$ cat src/rtl/argmax_unit_pkg.sv
// Shared network-stage definitions: argmax FSM encoding and default vector geometry.
package argmax_unit_pkg;

  localparam int N_CLASS_DEF = 10;
  localparam int ACC_W_DEF   = 32;
  localparam int IDX_W_DEF   = 4;

  typedef enum logic [1:0] {
    ST_IDLE = 2'd0,
    ST_SCAN = 2'd1,
    ST_DONE = 2'd2
  } state_e;

endpackage

$ cat src/rtl/argmax_unit_if.sv
// Score-vector in / argmax-result out bundle; signal suffixes are from the argmax block's side.
interface argmax_unit_if #(
  parameter int N_CLASS = argmax_unit_pkg::N_CLASS_DEF,
  parameter int ACC_W   = argmax_unit_pkg::ACC_W_DEF,
  parameter int IDX_W   = argmax_unit_pkg::IDX_W_DEF
) ();

  logic                       valid_i;
  logic                       ready_o;
  logic [N_CLASS*ACC_W-1:0]   acc_i;
  logic                       valid_o;
  logic                       ready_i;
  logic [IDX_W-1:0]           class_o;
  logic signed [ACC_W-1:0]    max_o;
  logic                       busy_o;

  modport slave (
    input  valid_i, acc_i, ready_i,
    output ready_o, valid_o, class_o, max_o, busy_o
  );

  modport master (
    output valid_i, acc_i, ready_i,
    input  ready_o, valid_o, class_o, max_o, busy_o
  );

endinterface

$ cat src/rtl/argmax_cmp.sv
// Combinational signed compare-and-select; the candidate wins only when strictly greater,
// so ties keep the incumbent (lower) index.
module argmax_cmp #(
  parameter int ACC_W = 32,
  parameter int IDX_W = 4
) (
  input  logic signed [ACC_W-1:0] cur_val_i,
  input  logic        [IDX_W-1:0] cur_idx_i,
  input  logic signed [ACC_W-1:0] cand_val_i,
  input  logic        [IDX_W-1:0] cand_idx_i,
  output logic signed [ACC_W-1:0] sel_val_o,
  output logic        [IDX_W-1:0] sel_idx_o
);

  logic take;

  assign take      = cand_val_i > cur_val_i;
  assign sel_val_o = take ? cand_val_i : cur_val_i;
  assign sel_idx_o = take ? cand_idx_i : cur_idx_i;

endmodule

$ cat src/rtl/argmax_unit.sv
// Sequential argmax over an N_CLASS score vector: one element per cycle, result N_CLASS cycles
// after capture, held in DONE until taken; no new vector is accepted until back in IDLE.
module argmax_unit
  import argmax_unit_pkg::*;
#(
  parameter int N_CLASS = N_CLASS_DEF,
  parameter int ACC_W   = ACC_W_DEF,
  parameter int IDX_W   = IDX_W_DEF
) (
  input  logic          clk_i,
  input  logic          rstn_i,
  input  logic          clear_i,
  argmax_unit_if.slave  bus
);

  // One extra pointer bit lets the scan spend a final cycle committing the result.
  localparam int              PTR_W    = IDX_W + 1;
  localparam logic [PTR_W-1:0] LAST_PTR = PTR_W'(N_CLASS);

  state_e                  state_q, state_d;
  logic [PTR_W-1:0]        ptr_q, ptr_d;
  logic signed [ACC_W-1:0] buf_q [N_CLASS];
  logic signed [ACC_W-1:0] run_max_q, run_max_d;
  logic [IDX_W-1:0]        run_idx_q, run_idx_d;
  logic signed [ACC_W-1:0] max_q, max_d;
  logic [IDX_W-1:0]        cls_q, cls_d;
  logic [IDX_W-1:0]        rd_idx;
  logic signed [ACC_W-1:0] rd_val;
  logic signed [ACC_W-1:0] sel_val;
  logic [IDX_W-1:0]        sel_idx;
  logic                    accept;

  assign accept = (state_q == ST_IDLE) && bus.valid_i && !clear_i;
  assign rd_idx = (ptr_q < LAST_PTR) ? ptr_q[IDX_W-1:0] : '0;
  assign rd_val = buf_q[rd_idx];

  argmax_cmp #(
    .ACC_W (ACC_W),
    .IDX_W (IDX_W)
  ) u_cmp (
    .cur_val_i  (run_max_q),
    .cur_idx_i  (run_idx_q),
    .cand_val_i (rd_val),
    .cand_idx_i (rd_idx),
    .sel_val_o  (sel_val),
    .sel_idx_o  (sel_idx)
  );

  always_ff @(posedge clk_i or negedge rstn_i) begin
    if (!rstn_i) state_q <= ST_IDLE;
    else         state_q <= state_d;
  end

  always_comb begin
    state_d = state_q;
    if (clear_i) begin
      state_d = ST_IDLE;
    end else begin
      case (state_q)
        ST_IDLE: if (bus.valid_i) state_d = (N_CLASS == 1) ? ST_DONE : ST_SCAN;
        ST_SCAN: if (ptr_q == LAST_PTR) state_d = ST_DONE;
        ST_DONE: if (bus.ready_i) state_d = ST_IDLE;
        default: state_d = ST_IDLE;
      endcase
    end
  end

  always_comb begin
    bus.ready_o = (state_q == ST_IDLE);
    bus.valid_o = (state_q == ST_DONE);
    bus.busy_o  = (state_q == ST_SCAN) || (state_q == ST_DONE);
    bus.class_o = cls_q;
    bus.max_o   = max_q;
  end

  always_comb begin
    ptr_d     = ptr_q;
    run_max_d = run_max_q;
    run_idx_d = run_idx_q;
    max_d     = max_q;
    cls_d     = cls_q;
    if (clear_i) begin
      ptr_d     = '0;
      run_max_d = '0;
      run_idx_d = '0;
    end else if (accept) begin
      ptr_d     = PTR_W'(1);
      run_max_d = bus.acc_i[ACC_W-1:0];
      run_idx_d = '0;
      if (N_CLASS == 1) begin
        max_d = bus.acc_i[ACC_W-1:0];
        cls_d = '0;
      end
    end else if (state_q == ST_SCAN) begin
      if (ptr_q == LAST_PTR) begin
        max_d = run_max_q;
        cls_d = run_idx_q;
        ptr_d = '0;
      end else begin
        run_max_d = sel_val;
        run_idx_d = sel_idx;
        ptr_d     = ptr_q + PTR_W'(1);
      end
    end
  end

  always_ff @(posedge clk_i or negedge rstn_i) begin
    if (!rstn_i) begin
      ptr_q     <= '0;
      run_max_q <= '0;
      run_idx_q <= '0;
      max_q     <= '0;
      cls_q     <= '0;
    end else begin
      ptr_q     <= ptr_d;
      run_max_q <= run_max_d;
      run_idx_q <= run_idx_d;
      max_q     <= max_d;
      cls_q     <= cls_d;
    end
  end

  always_ff @(posedge clk_i or negedge rstn_i) begin
    if (!rstn_i) begin
      for (int k = 0; k < N_CLASS; k++) buf_q[k] <= '0;
    end else if (clear_i) begin
      for (int k = 0; k < N_CLASS; k++) buf_q[k] <= '0;
    end else if (accept) begin
      for (int k = 0; k < N_CLASS; k++) buf_q[k] <= bus.acc_i[k*ACC_W +: ACC_W];
    end
  end

endmodule
$ cat src/flat_wrapper.sv
// flat-port wrapper written by rule: the top's interface ports become plain ports
module argmax_unit_flat import argmax_unit_pkg::*;
#(
  parameter int N_CLASS = N_CLASS_DEF,
  parameter int ACC_W   = ACC_W_DEF,
  parameter int IDX_W   = IDX_W_DEF
)
  (clk_i, rstn_i, clear_i, bus_valid_i, bus_acc_i, bus_ready_i, bus_ready_o, bus_valid_o, bus_class_o, bus_max_o, bus_busy_o);
  argmax_unit_if #(.N_CLASS(N_CLASS), .ACC_W(ACC_W), .IDX_W(IDX_W)) bus_i ();
  input  logic clk_i;
  input  logic rstn_i;
  input  logic clear_i;
  input wire logic [$bits(bus_i.valid_i)-1:0] bus_valid_i;
  input wire logic [$bits(bus_i.acc_i)-1:0] bus_acc_i;
  input wire logic [$bits(bus_i.ready_i)-1:0] bus_ready_i;
  output wire logic [$bits(bus_i.ready_o)-1:0] bus_ready_o;
  output wire logic [$bits(bus_i.valid_o)-1:0] bus_valid_o;
  output wire logic [$bits(bus_i.class_o)-1:0] bus_class_o;
  output wire logic [$bits(bus_i.max_o)-1:0] bus_max_o;
  output wire logic [$bits(bus_i.busy_o)-1:0] bus_busy_o;
  assign bus_i.valid_i = bus_valid_i;
  assign bus_i.acc_i = bus_acc_i;
  assign bus_i.ready_i = bus_ready_i;
  assign bus_ready_o = bus_i.ready_o;
  assign bus_valid_o = bus_i.valid_o;
  assign bus_class_o = bus_i.class_o;
  assign bus_max_o = bus_i.max_o;
  assign bus_busy_o = bus_i.busy_o;
  argmax_unit #(.N_CLASS(N_CLASS), .ACC_W(ACC_W), .IDX_W(IDX_W)) u_core (.clk_i(clk_i), .rstn_i(rstn_i), .clear_i(clear_i), .bus(bus_i));
endmodule
$ cat config.mk
export PLATFORM = sky130hd
export DESIGN_NAME = argmax_unit_flat
export DESIGN_NICKNAME = d
export VERILOG_FILES = /design/src/rtl/argmax_unit_pkg.sv /design/src/rtl/argmax_unit_if.sv /design/src/rtl/argmax_cmp.sv /design/src/rtl/argmax_unit.sv /design/src/flat_wrapper.sv
export SDC_FILE = /design/constraint.sdc
export NUM_CORES = 1
export LEC_CHECK = 0
export CAP_MARGIN = 5
export CORE_AREA = 2 2 192 194
export CTS_CLUSTER_DIAMETER = 50
export CTS_CLUSTER_SIZE = 14
export DETAILED_ROUTE_END_ITERATION = 10
export DIE_AREA = 0 0 194 196
export GPL_TIMING_DRIVEN = 0
export PLACE_DENSITY = 0.8
export SYNTH_ARGS = -nofsm -noshare
export SYNTH_HDL_FRONTEND = slang
export SYNTH_SLANG_ARGS = --single-unit
$ cat constraint.sdc
create_clock -name clk_i -period 6 [get_ports clk_i]
set_clock_uncertainty 0.15 [all_clocks]
set_input_delay 0.6 -clock clk_i [delete_from_list [all_inputs] [get_ports clk_i]]
set_output_delay 0.6 -clock clk_i [all_outputs]
set_load 0.05 [all_outputs]
After elaboration in Yosys (flattened, before gate mapping)
Index checks and enable logic that the tools add are counted.

Logic and storage cells: 66. Register bits: 399.

Add/sub/neg operators: 1. Bitwise operators: 3. Reductions and logical operators: 11. Order comparisons: 3. Multiplexer cells: 25. Eq/ne operators: 7.

Operator list (count): $mux W320 (2); $mux W32 (7); $bmux W32 S4 (1); $gt A32 B32 Y1 (1); $mux W4 (6); $mux W5 (4); $mux W2 (4); $ne A3 B2 Y1 const B (2); $ne A3 B3 Y1 const B (2); $pmux W2 S3 (1); $reduce_and A3 Y1 (2); $reduce_bool A3 Y1 (2); $add A5 B1 Y5 const B (1); $eq A5 B4 Y1 const B (1); $ge A5 B5 Y1 const B (1); $lt A5 B4 Y1 const B (1); $not A4 Y5 (1); $reduce_and A4 Y1 (1); $eq A2 B1 Y1 const B (1); $eq A2 B2 Y1 const B (1); $logic_and A1 B1 Y1 (2); $logic_not A2 Y1 (1); $not A1 Y1 (2); $reduce_bool A2 Y1 (1); 2 further kinds (2).

Logic depth before layout (Yosys ltp)
Depth in word-level cells: 12. Mapped depth: 19. Depth with buffers taken out: 14.

Hierarchy
A second synthesis with hierarchy kept.

Cell total of the unflattened synthesis: 1710. Area, all modules: 18864.3 µm².

Modules (own cells, without submodules): argmax_unit (area each 17585.6 µm², cells an instance 1554, times used 1, seq. area each 9984.6 µm²); argmax_cmp (area each 1278.7 µm², cells an instance 156, times used 1, seq. area each 0.0 µm²).

Worst setup path after synthesis
No wires, ideal clock.

Path kind: register to register. Start point: reg u_core.ptr_q[4]. End point: reg u_core.run_max_q[10]. Setup time: 125 ps. Period minus slack after synthesis: 4468 ps. Cell stages (with the launch flop): 16. Buffers on the path: 5. Arrival time: 4193 ps. Slack: 1532 ps. Cell sequence: dfrtp_1 > buf_6 > buf_2 > nor4b_2 > buf_2 > buf_1 > mux2i_1 > ha_1 > nand4_1 > or2_1 > nor4_2 > o311ai_1 > and3_1 > o211ai_2 > buf_4 > mux2_2.

Longest elaborated chain between the ends: 11. Elaborated cells between the ends (all ways): 16. Classes of those cells: 2 x order compare; 2 x eq/ne; 9 x mux; 1 x bitwise; 2 x reduce/logical.

RTL lines: start: declaration (RTL line argmax_unit.sv:21) `logic [PTR_W-1:0] ptr_q, ptr_d;`; start signal: assignment (RTL line argmax_unit.sv:115) `ptr_q <= ptr_d;`; parallel branches: the longest is 11 deep, another holds $gt A32 B32 Y1; end signal: assignment (RTL line argmax_unit.sv:116) `run_max_q <= run_max_d;`; end: declaration (RTL line argmax_unit.sv:23) `logic signed [ACC_W-1:0] run_max_q, run_max_d;`.

Parallel ways; which one is timed is not known. The select of a mux whose other input is x is not followed. A chain may end at the register's enable or synchronous reset.

Worst setup path in the final report
Start point: reg u_core.ptr_q[4]. End point: reg u_core.run_max_q[14].

Same word-level chain as after synthesis.

==> impl_metrics.yaml <==
global_route:
  grt_start_max_net_pins: 111
  grt_pass1_vias: 16500
  grt_pass1_wl_mm: 105
  antenna_found_initial: 3
  grt_overflow: 0
  grt.total_usage_pct: 37.1
sta:
  rsz0062_at_grt: "false"
  slew_headroom_pct: 23.1
  setup_viol: 0
  worst_pin_slew_ns: 1.15
  worst_slack_ns: 0.202
  holdWs_ns: 0.328
  max_freq_mhz: 172
  fin_crit_sh_pct: 96.6
  period_minus_slack_ns: 5.80
  slew_viol_final: 0
  hold_viol: 0
cells_and_area:
  nFillCells: 2769
  nNetsFinal: 2409
  final_cells: 2543
  drive_above_1_share_pct: 7.82
  syn_to_final_growth_pct: 30.5
  final_cell_area_um2: 24200
setup_path:
  path_buf_inv: 5
  startpoint: "u_core.ptr_q[4]$_DFFE_PN0P_"
  crit_family: "simple AND/OR/NAND/NOR gates"
  slowest_delay_ns: 0.79
  cp.arrival_ns: 6.07
  r2r-start: "u_core.ptr_q[4]$_DFFE_PN0P_"
  cp.required_ns: 6.27
  start_kind: "flop"
  crit_path_end_kind: "flop"
  crit_top_cell: "buf_2"
  worst-setup-path-type: "flop to flop"
  critPathMaxFanout: 10
  cpMaxStageDelayCell: "nor4b_2"
  cp_cell_sequence: "buf_6, buf_2, nor4b_2, buf_2, buf_1, mux2i_1, ha_1, nand4_1, or2_1, nor4_2, o311ai_1, and3_1, o211ai_2, buf_4, mux2_2"
power:
  power.density_nw_per_um2: 310
  clkPwrFrac_pct: 33.2
  ir_worst_vdd_uv: 179
  p_leak_uw: 0.0107
  switchingPower_uw: 2390
  swShare_pct: 31.9
  internal_power_uw: 5100
  seq_power_share_pct: 41.8
  p_comb_share_pct: 25.0
clocking:
  clock_path_buffers: 3
  cts_tree: "done"
  htree_levels: 2
  clock_sinks: 399
  clk_pin_slew_ns: 0.07
  cts-root-buf: "clkbuf_16"
  insertion_delay_ns: 0.55
  cts_made_buffers: 40
logic_synthesis:
  yosys_warnings: 0
  synth.net_count: 1999
  ys_ff_latch: 399
  synth_area_um2: 18500
  syn_avg_cell_area_um2: 11.3
  synth-edff-count: 0
  ys_seq_area_share_pct: 53.9
  synth_cell_types: 59
  synthesis.instances: 1636
  synth_flop_cell: "dfrtp_1"
  synth-async-reset-ratio_pct: 100
placed_design:
  pre_cts_ws_ns: -0.220
  dpl.hpwl_mm: 55.4
  dp_cells: 2470
  gp_congestion: 0.984
  portBuffers: 363
  place_area_um2: 22800
route:
  wirelength_mm: 71.7
  drc: 0
  viasPerCell: 6.49
  ant_nets: 0
  via_count: 16500
  firstDrtPassIters: 6
  drtIter0Drc: 1644
  wl_per_cell_um: 28.2
min_path:
  min-delay-start: "u_core.bus.max_o[17]$_DFFE_PN0P_"
  hp-class: "flop to flop"
run_status:
  status: "finished clean"
floorplan:
  io_pins: 364
  rows: 70
  initial_core_util_pct: 51.3
  core-area_um2: 36100
  die_h_um: 196
  die_area_um2: 38000
  die_x_um: 194
flow_run:
  max_cap_viol_count: 0
-- placed cells by master (no fill, tap or decap), drive strengths merged, types with 6 or more instances in the layout --
cell type	count
dfrtp	399
clkdlybuf4s50	362
a22o	288
nand2	207
clkbuf	169
o21ai	93
mux2i	65
nand3	54
a21oi	45
inv	41
mux2	39
ha	38
buf	36
a31oi	27
a2111oi	26
nor4bb	18
nor2	16
mux4	13
a21o	12
and3	11
a32oi	11
o221ai	10
a221oi	9
a32o	8
and2	8
nand4	8
a311oi	8
nor2b	6
clkinvlp	6
-- through the flow --
stage	util, %	total power [µW]	setup TNS, ns
final	67.0	7490	0
after global routing	66.9	7730	0
after CTS	66.8	7420	0
after detailed placement	63.3	4980	-3.96
after global placement	63.0	4930	-5042.56
after floorplan	-	4120	0
-- state kept, by name, summed over array words and instances, names as in the netlist --
signal              cells
u_core.state_q          2
u_core.buf_q          320
u_core.run_idx_q        4
u_core.bus.class_o      4
u_core.ptr_q            5
u_core.run_max_q       32
u_core.bus.max_o       32
-- worst register-to-register path, delay by kind of cell, from the launching register on --
family                   cells  cell delay (ns)
AO/OA/AOI/OAI                2             0.63
AND/OR/NAND/NOR              5             1.92
multiplexers                 2             0.62
adder cells (fa/ha/maj)      1             0.38
buffers and inverters        5             1.61
flip-flops                   1             0.38
-- timing repair --
item / CTS / global route
endpoints found under the setup margin: 20 / 34
resized for setup: 4 / 17
cloned: 0 / 0
hold buffers: 1 / 0
setup buffers: 0 / 2
pin swaps: 0 / 0
endpoints found under the hold margin: 76 / 0
-- metal layers --
metal | track usage [%] | share of wire [%] | up-vias | wire length [µm]
met5 | 1.15 | 0.098 | - | 70
met4 | 19.3 | 6.0 | 4 | 4320
met3 | 8.96 | 11 | 233 | 7760
met2 | 58.2 | 46 | 1190 | 32700
met1 | 48.1 | 37 | 8104 | 26800
li1 | - | - | 6965 | -
-- cell type report --
| type | count | area, µm² | share of cell area, % |
|---|---|---|---|
| clock inverter | 15 | 156 | 0.647 |
| clock buffer | 52 | 1110 | 4.58 |
| tap | 468 | 586 | 2.42 |
| antenna | 4 | 10.0 | 0.0414 |
| multi-input combinational | 1051 | 7790 | 32.3 |
| timing repair buffer | 369 | 3750 | 15.5 |
| sequential | 399 | 9980 | 41.3 |
| buffer | 147 | 634 | 2.63 |
| inverter | 38 | 143 | 0.590 |
-- worst paths after layout --
check | end | slack, ns | cells past startpoint
max in group asynchronous | u_core.bus.max_o[3]$_DFFE_PN0P_ | 3.81 | 4
hold reg to reg | u_core.bus.max_o[17]$_DFFE_PN0P_ | 0.33 | 2
hold / removal | u_core.bus.max_o[17]$_DFFE_PN0P_ | 0.33 | 2
setup reg to reg | u_core.run_max_q[14]$_DFFE_PN0P_ | 0.20 | 15
setup / recovery | u_core.run_max_q[14]$_DFFE_PN0P_ | 0.20 | 15
min in group asynchronous | u_core.buf_q[174]$_DFFE_PN0P_ | 0.50 | 2
-- power by group through the flow --
stage / clock [µW] / combinational (µW) / sequential (µW)
detailed placement: 0 / 1810 / 3170
global placement: 0 / 1760 / 3170
global route: 2600 / 1980 / 3150
floorplan: 0 / 1020 / 3090
CTS: 2480 / 1820 / 3120
finish: 2490 / 1870 / 3130
-- synthesized netlist by cell type, types with 8 or more instances --
library cell  count  area [µm²]
dfrtp_1         399        9980
a22o_1          288        2520
nand2_1         207         777
clkbuf_1        114         428
o21ai_0          92         460
mux2i_1          65         651
nand3_1          54         270
a21oi_1          45         225
ha_1             38         475
inv_1            38         143
mux2_2           37         417
a31oi_1          27         169
a2111oi_0        24         210
buf_2            18        90.1
nor4bb_1         18         180
nor2_1           14        52.6
mux4_2           13         293
a21o_1           12        90.1
a32oi_1          11        96.3
and3_1           11        68.8
o221ai_1         10        87.6
a221oi_1          9        78.8
buf_1             9        33.8
a311oi_1          8        70.1
a32o_1            8        80.1
and2_1            8        50.1
nand4_1           8        50.1
-- kinds of logic after synthesis --
group,count (synthesis),share of synthesized area (%)
AOI/OAI and AO/OA,551,22.9
DFF,399,53.9
and+or+nand+nor,345,8.99
buffers and inverters,186,4.16
muxes,117,7.47
adders and majority gates,38,2.57
No activity file was read; power rests on OpenSTA's default activity.
